[src/rtl/stopwatch_ctrl.sv]
`default_nettype none
// ============================================================================
// Module   : stopwatch_ctrl
// Purpose  : Button-driven run controller for the stopwatch datapath.
//            Synchronizes and debounces the raw start and lap buttons,
//            turns debounced rising edges into one-cycle press events and
//            sequences the IDLE/RUN/LAP/PAUSE FSM. Produces the gated
//            centisecond tick, the counter clear pulse and the lap-hold flag.
// Ports    : clk        - system clock (single domain)
//            reset      - synchronous, active-high reset
//            btn_start  - raw start/stop button (asynchronous, bouncing)
//            btn_lap    - raw lap/clear button (asynchronous, bouncing)
//            run        - high in RUN or LAP
//            tick_1csec - one-cycle pulse per centisecond while running
//            clr        - one-cycle request to zero the counters
//            lap_hold   - high while the display shows the frozen lap value
//            state      - FSM state: IDLE=00 RUN=01 LAP=10 PAUSE=11
// Config   : STOPWATCH_LAP_EN - defined: LAP state reachable from RUN.
//                               undefined: lap press in RUN is ignored and
//                               lap_hold stays 0; lap still clears.
// Revision : 1.0 - initial release
// ============================================================================
module stopwatch_ctrl #(
    parameter int DB_CYCLES = 1_000_000,
    parameter int TICK_DIV  = 1_000_000
) (
    input  logic       clk,
    input  logic       reset,
    input  logic       btn_start,
    input  logic       btn_lap,
    output logic       run,
    output logic       tick_1csec,
    output logic       clr,
    output logic       lap_hold,
    output logic [1:0] state
);

    localparam int c_db_w    = (DB_CYCLES > 1) ? $clog2(DB_CYCLES) : 1;
    localparam int c_presc_w = $clog2(TICK_DIV);
    localparam logic [c_db_w-1:0]    c_db_last    = c_db_w'(DB_CYCLES - 1);
    localparam logic [c_presc_w-1:0] c_presc_last = c_presc_w'(TICK_DIV - 1);

    typedef enum logic [1:0] {
        S_IDLE  = 2'b00,
        S_RUN   = 2'b01,
        S_LAP   = 2'b10,
        S_PAUSE = 2'b11
    } state_t;

    // Bit 0 = start, bit 1 = lap.
    logic [1:0] w_btn_raw;
    logic [1:0] w_press;

    assign w_btn_raw = {btn_lap, btn_start};

    genvar gi;
    generate
        for (gi = 0; gi < 2; gi++) begin : g_btn
            logic              r_sync1;
            logic              r_sync2;
            logic              r_db;
            logic              r_db_d;
            logic              r_press;
            logic [c_db_w-1:0] r_db_cnt;

            always_ff @(posedge clk) begin
                if (reset) begin
                    r_sync1  <= 1'b0;
                    r_sync2  <= 1'b0;
                    r_db     <= 1'b0;
                    r_db_d   <= 1'b0;
                    r_press  <= 1'b0;
                    r_db_cnt <= '0;
                end else begin
                    r_sync1 <= w_btn_raw[gi];
                    r_sync2 <= r_sync1;
                    // Any sample agreeing with the debounced level restarts
                    // the stability count, so bounces never accumulate.
                    if (r_sync2 == r_db) begin
                        r_db_cnt <= '0;
                    end else if (r_db_cnt == c_db_last) begin
                        r_db     <= r_sync2;
                        r_db_cnt <= '0;
                    end else begin
                        r_db_cnt <= r_db_cnt + 1'b1;
                    end
                    r_db_d  <= r_db;
                    r_press <= r_db & ~r_db_d;
                end
            end

            assign w_press[gi] = r_press;
        end
    endgenerate

    state_t                 r_state;
    logic                   r_run;
    logic                   r_clr;
    logic                   r_lap_hold;
    logic                   r_tick;
    logic [c_presc_w-1:0]   r_presc;
    logic                   w_start;
    logic                   w_lap;
    logic                   w_clr_req;

    // Start has priority: a lap press in the same cycle is dropped.
    assign w_start   = w_press[0];
    assign w_lap     = w_press[1] & ~w_press[0];
    // Lap clears only from the stopped states, so it can never coincide
    // with a tick (the prescaler is idle there).
    assign w_clr_req = w_lap & ((r_state == S_IDLE) || (r_state == S_PAUSE));

    always_ff @(posedge clk) begin
        if (reset) begin
            r_state    <= S_IDLE;
            r_run      <= 1'b0;
            r_lap_hold <= 1'b0;
            r_clr      <= 1'b0;
        end else begin
            r_clr <= w_clr_req;
            case (r_state)
                S_IDLE: begin
                    if (w_start) begin
                        r_state <= S_RUN;
                        r_run   <= 1'b1;
                    end
                end
                S_RUN: begin
                    if (w_start) begin
                        r_state <= S_PAUSE;
                        r_run   <= 1'b0;
                    end
`ifdef STOPWATCH_LAP_EN
                    else if (w_lap) begin
                        r_state    <= S_LAP;
                        r_lap_hold <= 1'b1;
                    end
`endif
                end
                S_LAP: begin
                    if (w_start) begin
                        r_state    <= S_PAUSE;
                        r_run      <= 1'b0;
                        r_lap_hold <= 1'b0;
                    end else if (w_lap) begin
                        r_state    <= S_RUN;
                        r_lap_hold <= 1'b0;
                    end
                end
                S_PAUSE: begin
                    if (w_start) begin
                        r_state <= S_RUN;
                        r_run   <= 1'b1;
                    end else if (w_lap) begin
                        r_state <= S_IDLE;
                    end
                end
                default: begin
                    r_state    <= S_IDLE;
                    r_run      <= 1'b0;
                    r_lap_hold <= 1'b0;
                end
            endcase
        end
    end

    // Prescaler uses the current run register, so a wrap on the edge that
    // leaves RUN/LAP still produces its tick; it then holds in PAUSE.
    always_ff @(posedge clk) begin
        if (reset) begin
            r_presc <= '0;
            r_tick  <= 1'b0;
        end else if (w_clr_req) begin
            r_presc <= '0;
            r_tick  <= 1'b0;
        end else if (r_run) begin
            if (r_presc == c_presc_last) begin
                r_presc <= '0;
                r_tick  <= 1'b1;
            end else begin
                r_presc <= r_presc + 1'b1;
                r_tick  <= 1'b0;
            end
        end else begin
            r_tick <= 1'b0;
        end
    end

    // Without STOPWATCH_LAP_EN the lap-hold register can never be set.
    assign state      = r_state;
    assign run        = r_run;
    assign clr        = r_clr;
    assign lap_hold   = r_lap_hold;
    assign tick_1csec = r_tick;

endmodule
`default_nettype wire
[config.mk]
export PLATFORM = sky130hd
export DESIGN_NAME = stopwatch_ctrl
export DESIGN_NICKNAME = d
export VERILOG_FILES = /design/src/rtl/stopwatch_ctrl.sv
export SDC_FILE = /design/constraint.sdc
export NUM_CORES = 1
export LEC_CHECK = 0
export ABC_AREA = 1
export BUFFER_PORTS_ARGS = -buffer_cell sky130_fd_sc_hd__buf_2
export CAP_MARGIN = 15
export CORE_ASPECT_RATIO = 0.9
export CORE_MARGIN = 2
export CORE_UTILIZATION = 50
export DETAILED_ROUTE_END_ITERATION = 16
export GPL_TIMING_DRIVEN = 0
export PLACE_DENSITY = 0.66
export SLEW_MARGIN = 5
export SYNTH_ARGS = -nofsm -noshare
export SYNTH_HDL_FRONTEND = slang
export SYNTH_SLANG_ARGS = --single-unit
[constraint.sdc]
create_clock -name clk -period 3.3 [get_ports clk]
set_clock_uncertainty 0.05 [all_clocks]
set_input_delay 0 -clock clk [delete_from_list [all_inputs] [get_ports clk]]
set_output_delay 0 -clock clk [all_outputs]
set_load 0.03 [all_outputs]
==> results of run 1 <==
[final timing paths]
check	startpoint	end	slack (ps)	cells after the start
worst max-delay path	state[1]$_SDFFE_PP0P_	r_presc[16]$_SDFFE_PP0P_	1450	8
worst min-delay path	btn_lap	g_btn[1].r_sync1$_SDFF_PP0_	340	4
worst max register to register	state[1]$_SDFFE_PP0P_	r_presc[16]$_SDFFE_PP0P_	1450	8
worst min register to register	g_btn[1].r_db_d$_SDFF_PP0_	g_btn[1].r_press$_SDFF_PP0_	350	1
[metrics by stage]
| stage | power [W] | setup slack [ps] | hold slack, ps |
|---|---|---|---|
| 3_5_place_dp | 0.001007 | 1471 | 163.4 |
| 6_report | 0.001696 | 1450 | 335.1 |
| 2_1_floorplan | 0.0009884 | 1534 | 56.97 |
| 5_1_grt | 0.001768 | 1277 | 345.9 |
| 3_3_place_gp | 0.001004 | 1475 | 152.0 |
| 4_1_cts | 0.001720 | 1442 | 319.2 |
[cells by family after synthesis]
logic type,count (synthesis),share of synthesized area [%]
buf+inv,77,8.142
simple gates,340,38.91
flops,75,39.24
other cells,1,0.09801
fa+ha+maj,8,2.616
compound gates,39,5.494
xor+xnor,24,5.494
[cells in the final DEF, fill, tap and decap left out, drive strengths merged]
cell         Yosys  final
xor2            14     14
clkinvlp         0      2
buf              4     12
nand4           13     13
clkinv           0      3
nor2           145    145
bufinv           0      1
nand3b           1      1
dfxtp           75     75
o21ai           10     10
o21bai           4      4
xnor2           10     10
and2             1      1
and3             1      1
inv             72     73
ha               8      8
or2              3      3
a21oi           24     24
dlygate4sd3      0      3
nand3           44     44
nor3             3      3
clkbuf           1     10
a31oi            1      1
nand2          129    129
conb             1      1
[power breakdown]
part	internal, W	switching (W)
registers	0.000911	0.00000570
clock network	0.000353	0.000356
logic	0.0000243	0.0000463
[sequential cells by signal (all words and copies together) (netlist names), 2 cells and up]
name and flops:
r_presc 20, g_btn.r_db_cnt 40, state 2, g_btn.r_press 2, g_btn.r_sync1 2, g_btn.r_db_d 2
g_btn.r_sync2 2, g_btn.r_db 2
[cell type report]
type / count / area [sq um]
Sequential cell: 75 / 1501
Timing Repair Buffer: 11 / 70.07
Fill cell: 728 / 3253
Tap cell: 96 / 120.1
Buffer: 5 / 41.29
Multi-Input combinational cell: 412 / 2013
Inverter: 72 / 270.3
Clock inverter: 7 / 76.32
Clock buffer: 9 / 123.9
[per-layer routing]
metal  vias up  track usage [%]  wire length [um]
met1      1536            26.79              3836
met4         0            7.662               118
met3        12            4.762               266
met5         -                0                 0
li1       1799                -                 -
met2        48            31.88              3432
[critical path, stage by stage, from the launching register on]
cell and delay [ps]:
dfxtp_1 430, inv_1 130, ha_1 310, nor2_1 90, nand2_1 80, nand2_2 200
inv_1 170, nand2_2 200, nor2_1 70
==> flow_summary.json, run 1 <==
{
  "dieArea_sq_um": 8369,
  "run_status": "finished clean",
  "grt_pass1_vias": 3073,
  "crit_fanout": 10,
  "antenna_found_initial": 0,
  "slew_violations": 0,
  "fin_cells": 687,
  "synth.avg_cell_area_sq_um": 6.784,
  "layout_worst_path_cycle_share_pct": 56.05,
  "yosys.area.top_type": "dfxtp_1",
  "synth_edf_count": 0,
  "cts_tree": "yes",
  "cts_buffers": 9,
  "grt_pass1_wl_um": 13400,
  "dr.pass1.iters": 4,
  "grtUsageTotal_pct": 20.21,
  "synth_nets": 576,
  "clock-root-buffer": "clkbuf_8",
  "die_x_um": 96.21,
  "synth_seq_cells": 75,
  "postRouteAntennaNets": 0,
  "hold_buffers": 3,
  "cp.arrival_ps": 2040,
  "fmax_ghz": 0.5406,
  "cp.required_ps": 3490,
  "synth_ff_type": "dfxtp_1",
  "ir_drop_mv": 0.2372,
  "cts_num_sinks": 75,
  "wirelength_um": 7653,
  "clkTransAtPathRegs_ps": 80,
  "dp_cells": 668,
  "drive_gt1_share_pct": 8.968,
  "design_area_sq_um": 4217,
  "grt-ovfl-total": 0,
  "routedWlPerCell_um": 11.14,
  "post_cts_buffers": 0,
  "area_growth_pct": 10.20,
  "synth_commonest_cells": "133 x nor2_1, 121 x nand2_1, 75 x dfxtp_1",
  "final_core_util_pct": 56.45,
  "vias": 3395,
  "core_area_sq_um": 7470,
  "synthArstFlopShare_pct": 0,
  "num_rows": 30,
  "synth_most_common_cell": "nor2_1",
  "cts.path.max_buffers": 2,
  "nNetsFinal": 598,
  "startpoint_type": "register",
  "via_per_inst": 4.942,
  "p_per_area_nw_per_um2": 402.2,
  "start_util_pct": 51.22,
  "diodes": 0,
  "finalSetupTns_ps": 0,
  "die_y_um": 86.99,
  "yosysWarnings": 0,
  "initialDrtViolationCount": 94,
  "p_leak_nw": 1.472,
  "pin_count": 10,
  "synth_area_leaders": "dfxtp_1 39%, nor2_1 13%, nand2_1 12%, inv_1 7.1%, nand3_1 5.5%",
  "port-buffer-count": 8,
  "syn_area_sq_um": 3826,
  "ys_types": 30,
  "crit_path_end_kind": "register",
  "drc": 0,
  "dp_hpwl_um": 5722,
  "setup_violations": 0,
  "drv_cap": 0,
  "grt_max_degree": 15,
  "post_cts_resized": 0,
  "cts.htree.levels": 3,
  "synthCells": 564,
  "rsz0062_at_grt": "false",
  "hold_path_class": "in2reg",
  "critPathKind": "reg2reg",
  "seq_area_frac_synth_pct": 39.24,
  "synth_top_area_share_pct": 39.24,
  "hold_viol_final": 0,
  "gp_congestion": 0.8784,
  "placed_cell_area_sq_um": 3986,
  "min_period_ps": 1850,
  "clk_latency_ps": 350
}
Note: power is estimated with default switching activity, not from simulation.
==> run 2, diff against run 1 <==
Settings changed: ABC_AREA 1 to 0.
Clock period 3.3 ns to 1.9 ns, I/O delays scaled along.
==> flow_summary.json, run 2 <==
{
  "synth_top_area_share_pct": 45.18,
  "cpMaxStageDelayCell": "or4_4",
  "slew-limit-headroom_pct": 52.14,
  "yosys.area.top_type": "dfxtp_1",
  "cts.htree.levels": 3,
  "grt_pass1_vias": 2593,
  "final_core_util_pct": 61.92,
  "start_util_pct": 51.00,
  "fin_ws_ps": -74.13,
  "r2r_end": "g_btn[0].r_db_cnt[11]$_SDFF_PP0_",
  "cp.arrival_ps": 2170,
  "cp.required_ps": 2090,
  "via_per_inst": 5.372,
  "crit_fanout": 10,
  "holdWs_ps": 333.6,
  "setup_violations": 35,
  "hold_depth": 1,
  "worstPathCellList": "or4_4, or4_4, o21ai_4, buf_6, nor2_1",
  "routedWlPerCell_um": 13.20,
  "synth_ff_type": "dfxtp_1",
  "pre_cts_slack_ps": -423.6,
  "clock-root-buffer": "clkbuf_8",
  "worst_pin_slew_ps": 711.4,
  "synth.avg_cell_area_sq_um": 8.909,
  "synth_most_common_cell": "dfxtp_1",
  "cp_num_buf_inv": 1,
  "ys_types": 45,
  "diodes": 0,
  "grt-ovfl-total": 0,
  "startpoint_type": "register",
  "fmax_ghz": 0.5066,
  "synth_seq_cells": 75,
  "area_growth_pct": 21.42,
  "synth_commonest_cells": "75 x dfxtp_1, 43 x nor2_1, 25 x a21oi_1",
  "p_leak_nw": 1.317,
  "drive_gt1_share_pct": 24.58,
  "dieArea_sq_um": 7315,
  "ir_drop_mv": 0.4739,
  "synth_area_leaders": "dfxtp_1 45%, xnor2_1 5.0%, nor2_1 4.9%, xor2_1 4.2%, a21oi_1 3.8%",
  "fillers": 582,
  "dp_hpwl_um": 4270,
  "drv_cap": 0,
  "seq_area_frac_synth_pct": 45.18,
  "reg2reg_depth": 5,
  "grt_max_degree": 13,
  "register_area_sq_um": 1539,
  "postRouteAntennaNets": 0,
  "synthArstFlopShare_pct": 0,
  "finalSetupTns_ps": -1438,
  "gp_congestion": 0.7434,
  "top_register": "g_btn.r_db_cnt",
  "yosysWarnings": 0,
  "syn_area_sq_um": 3323,
  "mostFrequentLayoutCells": "55 x dfxtp_1, 36 x nor2_1, 20 x nand3_1",
  "grtUsageTotal_pct": 19.78,
  "cts_buffers": 9,
  "cp_common_cell": "or4_4",
  "p_total_w": 0.002810,
  "nNetsFinal": 423,
  "multi_input_area_sq_um": 1856,
  "hold_path_class": "reg2reg",
  "num_rows": 28,
  "run_status": "finished with violations",
  "holdPathEnd": "g_btn[0].r_press$_SDFF_PP0_",
  "dr.pass1.iters": 4,
  "crit_path_end_kind": "register",
  "die_x_um": 89.94,
  "cts_num_sinks": 75,
  "drc": 0,
  "die_y_um": 81.34,
  "synth_edf_count": 0,
  "critPathKind": "reg2reg",
  "clk_latency_ps": 350,
  "r2r_start": "g_btn[0].r_db_cnt[13]$_SDFF_PP0_",
  "core_area_sq_um": 6516,
  "vias": 2713,
  "wirelength_um": 6666,
  "cts_tree": "yes",
  "min_period_ps": 1974,
  "p_per_area_nw_per_um2": 696.4,
  "antenna_found_initial": 0,
  "hold_viol_final": 0,
  "cts.path.max_buffers": 2,
  "path_delay_family": "simple AND/OR/NAND/NOR gates",
  "initialDrtViolationCount": 144,
  "violations": "setup timing",
  "layout_worst_path_cycle_share_pct": 103.9,
  "pin_count": 10,
  "rsz0062_at_grt": "true",
  "port-buffer-count": 8,
  "final_common_cell": "dfxtp_1",
  "slew_violations": 0,
  "top_regs": "g_btn.r_db_cnt: 40 flops, r_presc: 20 flops",
  "synthCells": 373,
  "rrSetupSlack_ps": -70,
  "cp_slowest_stage_delay_ps": 550,
  "grt_pass1_wl_um": 11480,
  "holdCritStartpoint": "g_btn[0].r_db_d$_SDFF_PP0_",
  "largest_reg_flops": 40,
  "synth_nets": 385,
  "clkTransAtPathRegs_ps": 70
}
-- run 2: power by group --
group          internal, W  total (W)  switching (W)
clock             0.000532    0.00108       0.000548
combinational    0.0000580   0.000143      0.0000849
sequential         0.00158    0.00159      0.0000118
-- run 2: worst max-delay path by stage --
stage | endpoint | startpoint | slack (ps) | depth (start not counted)
after detailed placement | g_btn[1].r_db_cnt[10]$_SDFF_PP0_ | g_btn[1].r_db_cnt[11]$_SDFF_PP0_ | -420 | 5
after CTS | g_btn[0].r_db_cnt[11]$_SDFF_PP0_ | g_btn[0].r_db_cnt[13]$_SDFF_PP0_ | -120 | 5
after global placement | g_btn[1].r_db_cnt[7]$_SDFF_PP0_ | g_btn[1].r_db_cnt[11]$_SDFF_PP0_ | -370 | 5
after floorplan | r_presc[17]$_SDFFE_PP0P_ | run$_SDFFE_PP0P_ | -60 | 6
after global routing | g_btn[0].r_db_cnt[5]$_SDFF_PP0_ | g_btn[0].r_db_cnt[13]$_SDFF_PP0_ | -130 | 5
final | g_btn[0].r_db_cnt[11]$_SDFF_PP0_ | g_btn[0].r_db_cnt[13]$_SDFF_PP0_ | -70 | 5
-- run 2: cells by family after synthesis --
kind of cell	Yosys count	synth area share [%]
simple gates	167	27.97
flops	75	45.18
compound gates	60	10.66
xor+xnor	35	9.224
buf+inv	26	3.539
fa+ha+maj	8	3.012
other cells	1	0.1128
mux	1	0.3012
-- run 2: worst reg2reg max path: cells and delay by family (launching register included) --
kind	cells	cell delay [ps]
AND/OR/NAND/NOR	3	1110
buffers and inverters	1	170
flip-flops	1	340
AO/OA/AOI/OAI	1	200
-- run 2: metal layers --
metal | part of all wire [%] | vias to the layer above | track usage (%)
met4 | 2.1 | 0 | 6.769
li1 | - | 1389 | -
met3 | 2.7 | 12 | 7.328
met5 | 0 | - | 0
met2 | 46 | 25 | 32.95
met1 | 49 | 1287 | 24.03
-- run 2: final cells by class --
class,instances,area share (%)
Buffer,9,1.829
Clock buffer,12,3.845
Clock inverter,3,0.3721
Inverter,15,1.395
Multi-Input combinational cell,272,45.98
Sequential cell,75,38.14
Tap cell,90,2.791
Timing Repair Buffer,29,5.643
-- run 2: timing repair --
item	in CTS	in global routing
endpoints found under the setup margin	59	48
cloned	2	0
pin swaps	6	9
resized for setup	38	28
hold buffers	4	0
hold endpoints to repair	5	0
setup buffers	8	7
-- run 2: per-stage QoR --
stage / instances / area (sq um)
global route: 505 / 4035
detailed placement: 471 / 3490
finish: 505 / 4035
global placement: 471 / 3490
CTS: 498 / 3906
floorplan: 373 / 3337
